$ cat config.mk
export PLATFORM = sky130hd
export DESIGN_NAME = huffman_dec
export DESIGN_NICKNAME = d
export VERILOG_FILES = /design/src/rtl/huffman_dec.sv
export SDC_FILE = /design/constraint.sdc
export NUM_CORES = 1
export LEC_CHECK = 0
export ABC_CLOCK_PERIOD_IN_PS = 2900
export BUFFER_PORTS_ARGS = -buffer_cell sky130_fd_sc_hd__buf_4
export CAP_MARGIN = 20
export CELL_PAD_IN_SITES_DETAIL_PLACEMENT = 1
export CELL_PAD_IN_SITES_GLOBAL_PLACEMENT = 2
export CORE_MARGIN = 2
export CORE_UTILIZATION = 31
export CTS_CLUSTER_DIAMETER = 100
export DETAILED_ROUTE_END_ITERATION = 16
export MAX_ROUTING_LAYER = met4
export PLACE_DENSITY_LB_ADDON = 0.1
export SYNTH_ARGS = -nofsm -noshare
export SYNTH_HDL_FRONTEND = slang
export SYNTH_SLANG_ARGS = --single-unit
$ cat constraint.sdc
create_clock -name clk -period 2.9 [get_ports clk]
set_clock_uncertainty 0.05 [all_clocks]
set_input_delay 0.145 -clock clk [delete_from_list [all_inputs] [get_ports clk]]
set_output_delay 0.145 -clock clk [all_outputs]
set_load 0.1 [all_outputs]
$ cat src/rtl/huffman_dec.sv
// huffman_dec: serial Huffman decoder for the 6-symbol gray-level image path.
//
// A code table (HC1..HC6 code bits, M1..M6 length masks) is latched on a
// code_valid pulse. After that, a root-first serial bitstream is consumed one
// bit per accepted cycle. Each completed codeword emits one gray value
// (8'h01..8'h06) on sym_data with a one-cycle sym_valid pulse. Eight
// accumulated bits with no match raise a one-cycle err pulse.
//
// Ports:
//   clk         clock, all state on rising edge
//   reset       asynchronous, active-high
//   code_valid  one-cycle pulse, HC1..HC6 / M1..M6 valid (loads or reloads the table)
//   HC1..HC6    code bits, HCk[L-1] transmitted first
//   M1..M6      contiguous low-ones length masks, 0 disables the symbol
//   bit_valid   serial bit qualifier
//   bit_in      serial code bit
//   bit_ready   high once a table is loaded
//   sym_valid   one-cycle pulse, decoded symbol on sym_data
//   sym_data    decoded gray value, holds between pulses
//   err         one-cycle pulse, 8 bits without a match
//   sym_cnt     saturating count of symbols since the last table load
module huffman_dec (
  input  logic        clk,
  input  logic        reset,
  input  logic        code_valid,
  input  logic [7:0]  HC1,
  input  logic [7:0]  HC2,
  input  logic [7:0]  HC3,
  input  logic [7:0]  HC4,
  input  logic [7:0]  HC5,
  input  logic [7:0]  HC6,
  input  logic [7:0]  M1,
  input  logic [7:0]  M2,
  input  logic [7:0]  M3,
  input  logic [7:0]  M4,
  input  logic [7:0]  M5,
  input  logic [7:0]  M6,
  input  logic        bit_valid,
  input  logic        bit_in,
  output logic        bit_ready,
  output logic        sym_valid,
  output logic [7:0]  sym_data,
  output logic        err,
  output logic [15:0] sym_cnt
);

  localparam logic ST_IDLE = 1'b0;
  localparam logic ST_RUN  = 1'b1;

  logic        state_q, state_d;
  logic [7:0]  hc_q [6];
  logic [7:0]  hc_d [6];
  logic [3:0]  lk_q [6];
  logic [3:0]  lk_d [6];
  logic [7:0]  acc_q, acc_d;
  logic [3:0]  len_q, len_d;
  logic        sym_valid_q, sym_valid_d;
  logic [7:0]  sym_data_q, sym_data_d;
  logic        err_q, err_d;
  logic [15:0] sym_cnt_q, sym_cnt_d;

  logic [7:0]  hc_in [6];
  logic [7:0]  m_in  [6];
  logic        accept;
  logic [7:0]  nacc;
  logic [3:0]  nlen;
  logic [5:0]  hit;
  logic        match_found;
  logic [2:0]  match_idx;

  assign hc_in[0] = HC1;
  assign hc_in[1] = HC2;
  assign hc_in[2] = HC3;
  assign hc_in[3] = HC4;
  assign hc_in[4] = HC5;
  assign hc_in[5] = HC6;
  assign m_in[0]  = M1;
  assign m_in[1]  = M2;
  assign m_in[2]  = M3;
  assign m_in[3]  = M4;
  assign m_in[4]  = M5;
  assign m_in[5]  = M6;

  // Code length from a contiguous low-ones mask.
  function automatic logic [3:0] popcount8(input logic [7:0] v);
    logic [3:0] c;
    c = 4'd0;
    for (int i = 0; i < 8; i++) begin
      c = c + {3'b000, v[i]};
    end
    return c;
  endfunction

  // Low-ones mask covering the last l accumulated bits (l = 8 gives 8'hFF).
  function automatic logic [7:0] len_mask(input logic [3:0] l);
    logic [7:0] shifted;
    shifted = 8'hFF << l;
    return ~shifted;
  endfunction

  // code_valid takes priority, so a bit arriving with it is dropped.
  assign accept = (state_q == ST_RUN) & bit_valid & ~code_valid;
  assign nacc   = {acc_q[6:0], bit_in};
  assign nlen   = len_q + 4'd1;

  // Per-symbol match against the candidate accumulator. The lowest index wins.
  always_comb begin
    hit       = 6'b000000;
    match_idx = 3'd0;
    for (int k = 0; k < 6; k++) begin
      hit[k] = (lk_q[k] != 4'd0) && (nlen == lk_q[k]) &&
               ((nacc & len_mask(lk_q[k])) == hc_q[k]);
    end
    // Scan from the top down so the lowest hitting index is the last written.
    for (int k = 5; k >= 0; k--) begin
      match_idx = hit[k] ? 3'(k + 1) : match_idx;
    end
    match_found = |hit;
  end

  // State register.
  always_ff @(posedge clk or posedge reset) begin
    if (reset) begin
      state_q <= ST_IDLE;
    end else begin
      state_q <= state_d;
    end
  end

  // Next-state logic: the only exit from IDLE is a table load. RUN is left only by reset.
  always_comb begin
    state_d = state_q;
    case (state_q)
      ST_IDLE: begin
        if (code_valid) state_d = ST_RUN;
        else            state_d = ST_IDLE;
      end
      ST_RUN:  state_d = ST_RUN;
      default: state_d = ST_IDLE;
    endcase
  end

  // Datapath and output next values: table load, bit accumulate, match or error.
  always_comb begin
    for (int k = 0; k < 6; k++) begin
      hc_d[k] = hc_q[k];
      lk_d[k] = lk_q[k];
    end
    acc_d       = acc_q;
    len_d       = len_q;
    sym_valid_d = 1'b0;
    sym_data_d  = sym_data_q;
    err_d       = 1'b0;
    sym_cnt_d   = sym_cnt_q;
    if (code_valid) begin
      for (int k = 0; k < 6; k++) begin
        hc_d[k] = hc_in[k] & m_in[k];
        lk_d[k] = popcount8(m_in[k]);
      end
      acc_d     = 8'h00;
      len_d     = 4'd0;
      sym_cnt_d = 16'h0000;
    end else if (accept) begin
      if (match_found) begin
        sym_valid_d = 1'b1;
        sym_data_d  = {5'b00000, match_idx};
        sym_cnt_d   = (sym_cnt_q == 16'hFFFF) ? sym_cnt_q : sym_cnt_q + 16'd1;
        acc_d       = 8'h00;
        len_d       = 4'd0;
      end else if (nlen == 4'd8) begin
        err_d = 1'b1;
        acc_d = 8'h00;
        len_d = 4'd0;
      end else begin
        acc_d = nacc;
        len_d = nlen;
      end
    end else begin
      acc_d = acc_q;
    end
  end

  // Datapath and output registers.
  always_ff @(posedge clk or posedge reset) begin
    if (reset) begin
      for (int k = 0; k < 6; k++) begin
        hc_q[k] <= 8'h00;
        lk_q[k] <= 4'd0;
      end
      acc_q       <= 8'h00;
      len_q       <= 4'd0;
      sym_valid_q <= 1'b0;
      sym_data_q  <= 8'h00;
      err_q       <= 1'b0;
      sym_cnt_q   <= 16'h0000;
    end else begin
      for (int k = 0; k < 6; k++) begin
        hc_q[k] <= hc_d[k];
        lk_q[k] <= lk_d[k];
      end
      acc_q       <= acc_d;
      len_q       <= len_d;
      sym_valid_q <= sym_valid_d;
      sym_data_q  <= sym_data_d;
      err_q       <= err_d;
      sym_cnt_q   <= sym_cnt_d;
    end
  end

  assign bit_ready = (state_q == ST_RUN);
  assign sym_valid = sym_valid_q;
  assign sym_data  = sym_data_q;
  assign err       = err_q;
  assign sym_cnt   = sym_cnt_q;

endmodule

# Yosys cells after proc, flatten, opt, wreduce, memory -nomap -nowiden
# Index checks and enable logic that the tools add are counted.
# totals
output_inout_bits	27
wordCells	156
reg_bits	105
inputBits	101
# op_classes
shifts	6
muxes	27
n_reduce_logical	23
add_sub_neg	44
eq_ne	15
bitwise	22
# ops
cell	n
adder 4 x 1 -> 4 bit	24
bitwise AND 8 bit	12
two-way mux 16 bit	4
== test 8 bit	6
NOT 8 bit	6
left shift 8 x 4 -> 8 bit (first input constant)	6
two-way mux 7 bit	4
adder 3 x 1 -> 4 bit	6
== test 4 bit	6
nonzero test 4 bit	6
adder 2 x 1 -> 3 bit	6
two-way mux 3 bit	6
adder 16 x 1 -> 16 bit (second input constant)	1
== test 16 bit (second input constant)	1
two-way mux 4 bit	4
adder 1 x 1 -> 2 bit	6
logical AND 1 bit	12
two-way mux 1 bit	8
AND reduction 3 bit	2
OR reduction 6 bit	1
adder 4 x 1 -> 4 bit (second input constant)	1
== test 4 bit (second input constant)	1
nonzero test 2 bit	2
bitwise AND 1 bit	2
3 further kinds	4

# Depth between registers and ports, before layout
# Gate-level depths: netlist (run 1).
# logic_depth
depth_word	11
ltp_mapped	12
depth_no_buf	10

# Least setup slack after synthesis (run 1)
# OpenSTA, ideal clock, no wires.
# synth_path
kind	register -> register
start	register len_q[0]
end	register sym_cnt_q[11] (netlist: sym_cnt[11])
t_required_ns	2.722
arrival_time_ns	3.046
path_buffers	2
setup_ns	0.128
setup_slack_ns	-0.323
path_stages_with_launch	11
path_cell_list	dfrtp_1 -> ha_1 -> clkbuf_1 -> xor2_1 -> a2111oi_2 -> or4bb_1 -> o41ai_2 -> nor4_4 -> buf_6 -> nor4_2 -> mux2_1
# synth_between
elab_chain_cells	7
elab_cells_between_ends	22
cone_classes	add/sub: 1; eq/ne: 6; reduce/logical: 15
# synth_lines
item	line	text
start: declaration	56	logic [3:0] len_q, len_d;
start signal: assignment	202	len_q <= len_d;
adder 4 x 1 -> 4 bit *	104	assign nlen = len_q + 4'd1;
== test 4 bit	111	hit[k] = (lk_q[k] != 4'd0) && (nlen == lk_q[k]) &&
logical AND 1 bit (2 in a row)	111	
OR reduction 6 bit *	118	match_found = |hit;
nonzero test 2 bit (no line) *	-	
AND reduction 3 bit (no line) *	-	
end signal: assignment	206	sym_cnt_q <= sym_cnt_d;
end: declaration	60	logic [15:0] sym_cnt_q, sym_cnt_d;
# Every way passes the cells marked *; elsewhere a longest branch is shown, timed or not.
# A chain may end at the register's enable or synchronous reset.

# Worst setup path after layout (run 1)
# layout_path
start	register len_q[1]
end	register sym_cnt_q[8] (netlist: sym_cnt[8])
# The elaborated chain is that of the path after synthesis.

==> flow_results.xml, run 1 <==
<?xml version="1.0" encoding="UTF-8"?>
<metrics>
  <group name="floorplanning">
    <metric name="floorplan.die.height" unit="um">160</metric>
    <metric name="core_region_area" unit="sq mm">0.0236</metric>
    <metric name="row_count" unit="">56</metric>
    <metric name="boundaryPins" unit="">128</metric>
    <metric name="die_extent_in_x" unit="um">160</metric>
    <metric name="start_util" unit="">0.318</metric>
    <metric name="die_area" unit="sq mm">0.0255</metric>
  </group>
  <group name="critical_path">
    <metric name="worst_r2r_path_depth" unit="">12</metric>
    <metric name="criticalPathCategory" unit="">reg -&gt; reg</metric>
    <metric name="worst-endpoint-arrival" unit="ns">3.28</metric>
    <metric name="critical_path.max_fanout" unit="">22</metric>
    <metric name="critPathLaunchType" unit="">flop</metric>
    <metric name="cp_data_required_time" unit="ns">3.14</metric>
    <metric name="r2r_setup_slack" unit="ns">-0.14</metric>
    <metric name="endpoint_kind" unit="">flop</metric>
  </group>
  <group name="synthesis">
    <metric name="post_synth_instance_area" unit="sq mm">0.00751</metric>
    <metric name="synthCells" unit="">863</metric>
    <metric name="post_synth_mux_area_share" unit="">0.0438</metric>
    <metric name="synth.area.top_cells" unit="">sky130_fd_sc_hd__dfrtp_1, sky130_fd_sc_hd__fa_1, sky130_fd_sc_hd__inv_1</metric>
    <metric name="post_synth_and_or_nand_nor_area_fraction" unit="">0.182</metric>
    <metric name="main_combinational_cell_family_by_area_after_synthesis" unit="">simple AND/OR/NAND/NOR gates</metric>
    <metric name="yosys_register_bits" unit="">105</metric>
    <metric name="yosys.area_share.adder" unit="">0.0973</metric>
    <metric name="postSynth.asyncResetShare" unit="">1.00</metric>
    <metric name="synth_warnings" unit="">0</metric>
    <metric name="postSynthAreaPerCell" unit="sq um">8.70</metric>
    <metric name="synth.yosys.seq_area_share" unit="">0.350</metric>
    <metric name="synth_enable_flop_cells" unit="">0</metric>
    <metric name="synthXorXnorAreaFrac" unit="">0.0675</metric>
    <metric name="synth_compound_gate_area_share" unit="">0.161</metric>
    <metric name="synth.lib_cells_used.distinct" unit="">73</metric>
    <metric name="synthDominantCellAreaShare" unit="">0.350</metric>
    <metric name="post-synth-top-area-cell" unit="">sky130_fd_sc_hd__dfrtp_1</metric>
    <metric name="dominantRegCellSynth" unit="">sky130_fd_sc_hd__dfrtp_1</metric>
  </group>
  <group name="sta">
    <metric name="worst_slack" unit="ns">-0.139</metric>
    <metric name="worst_slew_pin_slew" unit="ns">0.807</metric>
    <metric name="finalWorstPathRequiredPeriod" unit="ns">3.04</metric>
    <metric name="final_hold_viol_count" unit="">0</metric>
    <metric name="timing.final.setup_violations" unit="">12</metric>
    <metric name="grt_setup_unrepaired" unit="">true</metric>
    <metric name="timing.final.crit_share" unit="">1.05</metric>
    <metric name="slew_headroom" unit="">0.461</metric>
    <metric name="maxSlewViolCount" unit="">0</metric>
    <metric name="max_clock_freq" unit="MHz">329</metric>
  </group>
  <group name="routing">
    <metric name="avgViaCountPerCell" unit="">4.89</metric>
    <metric name="avgRoutedWirePerCell" unit="um">16.5</metric>
    <metric name="drt_first_iter_violations" unit="">299</metric>
    <metric name="drt_pre_antenna_iters" unit="">5</metric>
    <metric name="drt_drc_violations_left" unit="">0</metric>
    <metric name="total_routed_wirelength" unit="um">23300</metric>
    <metric name="drtAntennaViolNets" unit="">0</metric>
    <metric name="vias" unit="">6927</metric>
  </group>
  <group name="pwr">
    <metric name="total_leakage_power" unit="nW">4.57</metric>
    <metric name="peakVddDrop" unit="mV">0.326</metric>
    <metric name="power_per_cell_area" unit="mW/mm^2">509</metric>
    <metric name="totalPowerFinal" unit="mW">5.29</metric>
  </group>
  <group name="grt">
    <metric name="grt_pass1_wl" unit="um">39100</metric>
    <metric name="first_global_vias" unit="">7524</metric>
    <metric name="grt_remaining_overflow" unit="">0</metric>
    <metric name="antenna_found_initial" unit="">0</metric>
    <metric name="grtUsageTotal" unit="">0.195</metric>
    <metric name="grt_max_degree" unit="">74</metric>
  </group>
  <group name="cells_and_area">
    <metric name="post_route_cells_drive_above_1_share" unit="">0.260</metric>
    <metric name="layout.core_utilization" unit="">0.441</metric>
    <metric name="layout-area-overhead-vs-synth" unit="%">38.6</metric>
    <metric name="num_antenna_cells" unit="">0</metric>
    <metric name="mostFrequentLayoutCells" unit="">sky130_fd_sc_hd__buf_4, sky130_fd_sc_hd__inv_1, sky130_fd_sc_hd__dfrtp_1, sky130_fd_sc_hd__nand3_1, sky130_fd_sc_hd__o21ai_0</metric>
    <metric name="layout.cells.non_filler" unit="">1416</metric>
    <metric name="register_area" unit="sq mm">0.00263</metric>
    <metric name="final_common_cell" unit="">sky130_fd_sc_hd__buf_4</metric>
    <metric name="multi_input_area" unit="sq mm">0.00433</metric>
    <metric name="filler_cell_count" unit="">2794</metric>
    <metric name="final_nets" unit="">1237</metric>
  </group>
  <group name="clock_tree">
    <metric name="cts_sinks" unit="">105</metric>
    <metric name="cts_tree" unit="">done</metric>
    <metric name="clock_path_buffers" unit="">2</metric>
    <metric name="cts_made_buffers" unit="">9</metric>
    <metric name="htreeDepth" unit="">3</metric>
    <metric name="insertion_delay_of_the_later_clocked_pin_in_the_worst_skew_pair" unit="ns">0.36</metric>
    <metric name="master_cell_of_the_clock_root_buffer" unit="">sky130_fd_sc_hd__clkbuf_16</metric>
    <metric name="path_clk_slew" unit="ns">0.08</metric>
  </group>
  <group name="place">
    <metric name="place.detailed.hpwl" unit="um">17600</metric>
    <metric name="globalplace.congestion" unit="">0.790</metric>
    <metric name="io_buffers" unit="">122</metric>
    <metric name="placed_instances" unit="">1335</metric>
    <metric name="dp_slack" unit="ns">-0.288</metric>
  </group>
  <group name="status">
    <metric name="violations" unit="">negative setup slack</metric>
    <metric name="outcome" unit="">finished with violations</metric>
  </group>
  <group name="job">
    <metric name="drv.max_cap_violation_count" unit="">0</metric>
  </group>
  <group name="worst_hold_path">
    <metric name="hold-path-cell-count" unit="">3</metric>
    <metric name="min_delay_worst_type" unit="">in -&gt; reg</metric>
  </group>
</metrics>
[through the flow]
stage | TNS (ns) | area [sq um] | hold WS (ns)
after detailed placement | -5.01 | 9340 | 0.298
after CTS | -0.569 | 10400 | 0.000134
after floorplan | -1.22 | 7580 | 0.242
after global routing | -4.59 | 10400 | 0.0149
after global placement | -3.48 | 9340 | 0.289
final | -0.717 | 10400 | 0.00744
[area by class of cell]
cell class                 instances  area share
clock buffer                      10      0.0220
clock inverter                     6     0.00337
inverter                         123      0.0447
multi-input combinational        578       0.417
sequential                       105       0.253
tap                              319      0.0384
timing repair buffer             275       0.222
[power by group]
group	leakage, nW	internal [mW]	switching (mW)
sequential	1.37	1.66	0.281
combinational	3.08	1.06	1.13
clock	0.128	0.578	0.587
[path summary, 6_finish.rpt]
path,start,to
worst max-delay path,len_q[1],sym_cnt[8]
worst min-delay path,HC3[5],hc_q[29]
worst max register to register,len_q[1],sym_cnt[8]
worst min register to register,bit_ready,bit_ready
max in group asynchronous,reset,hc_q[20]
min in group asynchronous,reset,lk_q[22]
[registers in the layout, summed over array words and instances, names as in the netlist]
| signal | flops |
|---|---|
| hc_q | 48 |
| lk_q | 24 |
| sym_cnt | 16 |
| sym_data | 3 |
| sym_valid | 1 |
| acc_q | 7 |
| err | 1 |
| len_q | 4 |
| bit_ready | 1 |
[critical path: stages (launching register included)]
cell,delay [ns]
sky130_fd_sc_hd__dfrtp_1,0.42
sky130_fd_sc_hd__ha_4,0.28
sky130_fd_sc_hd__buf_6,0.13
sky130_fd_sc_hd__buf_4,0.15
sky130_fd_sc_hd__xor2_1,0.14
sky130_fd_sc_hd__a211oi_1,0.21
sky130_fd_sc_hd__nand4_1,0.18
sky130_fd_sc_hd__a2111o_1,0.38
sky130_fd_sc_hd__o41ai_4,0.09
sky130_fd_sc_hd__nor4_4,0.09
sky130_fd_sc_hd__buf_12,0.17
sky130_fd_sc_hd__or4_1,0.53
sky130_fd_sc_hd__a21oi_2,0.14
[cell families (layout without fill, tap and decap cells)]
kind of cell               count (synthesis)  in the layout
xor gates and xnor gates                  53             53
adders and majority gates                 44             44
and+or+nand+nor                          254            254
other                                      1              5
DFF                                      105            105
AOI/OAI and AO/OA                        192            192
buffers and inverters                    184            414
muxes                                     30             30
[synth_stat cells (6+ instances only)]
master and count:
sky130_fd_sc_hd__mux2_2 19, sky130_fd_sc_hd__a31oi_1 6, sky130_fd_sc_hd__clkbuf_1 40, sky130_fd_sc_hd__xor2_1 7, sky130_fd_sc_hd__nand4_1 11, sky130_fd_sc_hd__dfrtp_1 105
sky130_fd_sc_hd__o31ai_1 19, sky130_fd_sc_hd__nor2_1 42, sky130_fd_sc_hd__buf_4 7, sky130_fd_sc_hd__or4_1 8, sky130_fd_sc_hd__nor2b_1 11, sky130_fd_sc_hd__fa_1 24
sky130_fd_sc_hd__xnor2_1 42, sky130_fd_sc_hd__nand3_1 68, sky130_fd_sc_hd__inv_1 122, sky130_fd_sc_hd__o21ai_0 70, sky130_fd_sc_hd__nor3_1 11, sky130_fd_sc_hd__or3_1 6
sky130_fd_sc_hd__a211oi_1 8, sky130_fd_sc_hd__ha_1 20, sky130_fd_sc_hd__o22ai_1 6, sky130_fd_sc_hd__and3_1 7, sky130_fd_sc_hd__nor4_1 7, sky130_fd_sc_hd__nand2_1 46
sky130_fd_sc_hd__a21oi_1 41, sky130_fd_sc_hd__mux2i_1 7, sky130_fd_sc_hd__buf_2 10, sky130_fd_sc_hd__nand2b_1 10
[timing repair]
item,4_1_cts,5_1_grt
endpoints found under the setup margin,32,32
hold buffers,63,1
buffers inserted,1,0
pin swaps,6,3
resized for setup,19,11
hold endpoints to repair,66,1
[routing by layer]
layer / wire length [um] / part of all wire / global-route usage
met3: 552 / 0.024 / 0.0274
met1: 11100 / 0.48 / 0.251
met5: 0 / 0 / -
met2: 11500 / 0.49 / 0.328
met4: 233 / 0.010 / 0.0384
No activity file was read; power rests on OpenSTA's default activity.
==> run 2: changes to the inputs <==
--- a/config.mk
+++ b/config.mk
@@ -5,7 +5,7 @@
 export SDC_FILE = /design/constraint.sdc
 export NUM_CORES = 1
 export LEC_CHECK = 0
-export ABC_CLOCK_PERIOD_IN_PS = 2900
+export ABC_CLOCK_PERIOD_IN_PS = 2660
 export BUFFER_PORTS_ARGS = -buffer_cell sky130_fd_sc_hd__buf_4
 export CAP_MARGIN = 20
 export CELL_PAD_IN_SITES_DETAIL_PLACEMENT = 1
@@ -16,6 +16,7 @@
 export DETAILED_ROUTE_END_ITERATION = 16
 export MAX_ROUTING_LAYER = met4
 export PLACE_DENSITY_LB_ADDON = 0.1
+export REMOVE_ABC_BUFFERS = 1
 export SYNTH_ARGS = -nofsm -noshare
 export SYNTH_HDL_FRONTEND = slang
 export SYNTH_SLANG_ARGS = --single-unit
==> constraint.sdc (replaced) <==
create_clock -name clk -period 2.66 [get_ports clk]
set_clock_uncertainty 0.05 [all_clocks]
set_input_delay 0.133 -clock clk [delete_from_list [all_inputs] [get_ports clk]]
set_output_delay 0.133 -clock clk [all_outputs]
set_load 0.1 [all_outputs]
==> run 2 against run 1 <==
Net effect:
- the flow still finishes with violations (negative setup slack)
- flip-flop and latch count is the same
- sequential share of layout area shrank 1.3 points
- sequential power is 6% higher
- final cell count up 3.7%
- register-to-register slack got worse by 0.24 ns
- critical endpoint unchanged
- largest power group unchanged
==> flow_results.xml, run 2 (synthesized netlist as in run 1, its figures left out) <==
<?xml version="1.0" encoding="UTF-8"?>
<metrics>
  <group name="pwr">
    <metric name="totalPowerFinal" unit="mW">6.30</metric>
    <metric name="power_per_cell_area" unit="mW/mm^2">576</metric>
    <metric name="peakVddDrop" unit="mV">0.303</metric>
    <metric name="total_leakage_power" unit="nW">4.86</metric>
  </group>
  <group name="grt">
    <metric name="grtUsageTotal" unit="">0.199</metric>
    <metric name="grt_pass1_wl" unit="um">39900</metric>
    <metric name="grt_remaining_overflow" unit="">0</metric>
    <metric name="first_global_vias" unit="">7697</metric>
    <metric name="grt_max_degree" unit="">76</metric>
    <metric name="antenna_found_initial" unit="">0</metric>
  </group>
  <group name="critical_path">
    <metric name="critPathSlowestCell" unit="">sky130_fd_sc_hd__or4_1</metric>
    <metric name="cp_num_buf_inv" unit="">1</metric>
    <metric name="criticalPathCategory" unit="">reg -&gt; reg</metric>
    <metric name="cp_top_family" unit="">simple AND/OR/NAND/NOR gates</metric>
    <metric name="endpoint_kind" unit="">flop</metric>
    <metric name="worst-endpoint-arrival" unit="ns">3.29</metric>
    <metric name="cp_data_required_time" unit="ns">2.92</metric>
    <metric name="crit_path_cell_trace" unit="">ha_4 &gt; xor2_1 &gt; a2111oi_2 &gt; or4bb_4 &gt; o41ai_4 &gt; nor4_4 &gt; buf_12 &gt; or4_1 &gt; a21oi_2</metric>
    <metric name="max_stage_delay" unit="ns">0.54</metric>
    <metric name="critPathLaunchType" unit="">flop</metric>
    <metric name="critical_path.max_fanout" unit="">23</metric>
  </group>
  <group name="clock_tree">
    <metric name="cts_made_buffers" unit="">9</metric>
    <metric name="htreeDepth" unit="">3</metric>
    <metric name="cts_tree" unit="">done</metric>
    <metric name="cts_sinks" unit="">105</metric>
    <metric name="insertion_delay_of_the_later_clocked_pin_in_the_worst_skew_pair" unit="ns">0.37</metric>
    <metric name="path_clk_slew" unit="ns">0.09</metric>
    <metric name="clock_path_buffers" unit="">2</metric>
    <metric name="master_cell_of_the_clock_root_buffer" unit="">sky130_fd_sc_hd__clkbuf_16</metric>
  </group>
  <group name="sta">
    <metric name="finalWorstPathRequiredPeriod" unit="ns">3.03</metric>
    <metric name="final_total_negative_setup_slack" unit="ns">-8.11</metric>
    <metric name="final_hold_viol_count" unit="">0</metric>
    <metric name="worst_slew_pin_slew" unit="ns">0.557</metric>
    <metric name="grt_setup_unrepaired" unit="">true</metric>
    <metric name="worst_slack" unit="ns">-0.375</metric>
    <metric name="slew_headroom" unit="">0.629</metric>
    <metric name="timing.final.crit_share" unit="">1.14</metric>
    <metric name="maxSlewViolCount" unit="">0</metric>
    <metric name="timing.final.setup_violations" unit="">31</metric>
    <metric name="final.hold.worst_slack" unit="ns">0.00257</metric>
    <metric name="max_clock_freq" unit="MHz">330</metric>
  </group>
  <group name="cells_and_area">
    <metric name="largest_reg_flops" unit="">48</metric>
    <metric name="filler_cell_count" unit="">2766</metric>
    <metric name="post_route_cells_drive_above_1_share" unit="">0.299</metric>
    <metric name="finish.instance_area" unit="sq mm">0.0109</metric>
    <metric name="mostFrequentLayoutCells" unit="">sky130_fd_sc_hd__buf_4, sky130_fd_sc_hd__inv_1, sky130_fd_sc_hd__dfrtp_1, sky130_fd_sc_hd__dlygate4sd3_1, sky130_fd_sc_hd__nand3_1</metric>
    <metric name="num_antenna_cells" unit="">0</metric>
    <metric name="layout.core_utilization" unit="">0.464</metric>
    <metric name="max_flop_register" unit="">hc_q</metric>
    <metric name="layout-area-overhead-vs-synth" unit="%">45.8</metric>
    <metric name="layout.cells.non_filler" unit="">1469</metric>
    <metric name="final_nets" unit="">1290</metric>
    <metric name="final_common_cell" unit="">sky130_fd_sc_hd__buf_4</metric>
  </group>
  <group name="floorplanning">
    <metric name="die_area" unit="sq mm">0.0255</metric>
    <metric name="die_extent_in_x" unit="um">160</metric>
    <metric name="boundaryPins" unit="">128</metric>
    <metric name="start_util" unit="">0.318</metric>
    <metric name="floorplan.die.height" unit="um">160</metric>
    <metric name="row_count" unit="">56</metric>
    <metric name="core_region_area" unit="sq mm">0.0236</metric>
  </group>
  <group name="status">
    <metric name="outcome" unit="">finished with violations</metric>
    <metric name="violations" unit="">negative setup slack</metric>
  </group>
  <group name="routing">
    <metric name="avgViaCountPerCell" unit="">4.88</metric>
    <metric name="vias" unit="">7174</metric>
    <metric name="drt_drc_violations_left" unit="">0</metric>
    <metric name="drtAntennaViolNets" unit="">0</metric>
    <metric name="avgRoutedWirePerCell" unit="um">16.3</metric>
    <metric name="total_routed_wirelength" unit="um">23900</metric>
    <metric name="drt_pre_antenna_iters" unit="">4</metric>
    <metric name="drt_first_iter_violations" unit="">243</metric>
  </group>
  <group name="place">
    <metric name="dp_slack" unit="ns">-0.565</metric>
    <metric name="io_buffers" unit="">122</metric>
    <metric name="globalplace.congestion" unit="">0.802</metric>
    <metric name="placed_instances" unit="">1368</metric>
    <metric name="place.detailed.hpwl" unit="um">17900</metric>
    <metric name="placed_area" unit="sq mm">0.00953</metric>
  </group>
  <group name="worst_hold_path">
    <metric name="min_delay_worst_type" unit="">in -&gt; reg</metric>
  </group>
  <group name="job">
    <metric name="drv.max_cap_violation_count" unit="">0</metric>
  </group>
</metrics>
-- run 2: cell types whose count changed in the layout (fill, tap and decap cells not counted), sizes merged, moves of 3 or more --
cell         delta
buf            +40
clkinvlp        -3
clkinv          -3
inv             +6
dlygate4sd3    +13
-- run 2: timing repair --
item / CTS / global route
gates resized for setup: 27 / 37
setup endpoints to repair: 32 / 37
pin swaps: 7 / 16
gates cloned: 0 / 0
hold buffers: 77 / 0
endpoints found under the hold margin: 74 / 0
buffers inserted: 4 / 4
-- run 2: worst min-delay path: cells and delay by family --
kind | cells | cell delay (ns)
AO/OA/AOI/OAI | 1 | 0.08
buffers and inverters | 1 | 0.08
AND/OR/NAND/NOR | 1 | 0.09
-- run 2: cell type report --
| type | instances | area (sq um) | area share |
|---|---|---|---|
| Inverter | 123 | 464 | 0.0424 |
| Clock inverter | 7 | 95.1 | 0.00869 |
| Tap cell | 319 | 399 | 0.0365 |
| Multi-Input combinational cell | 578 | 4390 | 0.401 |
| Sequential cell | 105 | 2630 | 0.240 |
| Timing Repair Buffer | 328 | 2740 | 0.251 |
| Clock buffer | 9 | 225 | 0.0206 |
-- run 2: power breakdown --
part | leakage [nW] | internal, mW | switching [mW]
Sequential | 1.37 | 1.81 | 0.255
Combinational | 3.34 | 1.39 | 1.37
Clock | 0.158 | 0.764 | 0.715
Total | 4.86 | 3.96 | 2.34
-- run 2: worst paths after layout --
kind / startpoint / endpoint / slack (ns) / cells after the start
setup / recovery: len_q[0] / sym_cnt[8] / -0.37 / 9
hold / removal: HC5[1] / hc_q[9] / 0.003 / 3
setup reg to reg: len_q[0] / sym_cnt[8] / -0.37 / 9
hold reg to reg: hc_q[21] / hc_q[21] / 0.49 / 2
max in group asynchronous: reset / lk_q[19] / 1.49 / 4
min in group asynchronous: reset / hc_q[3] / 0.29 / 3
-- run 2: layer usage --
metal  wire length, um  vias to the layer above  track usage  part of all wire
met4               171                        0       0.0285            0.0071
met2             12000                      101        0.340              0.50
li1                  -                     3517            -                 -
met3               743                       13       0.0284             0.031
met1             11000                     3543        0.257              0.46
met5                 0                        -            -                 0
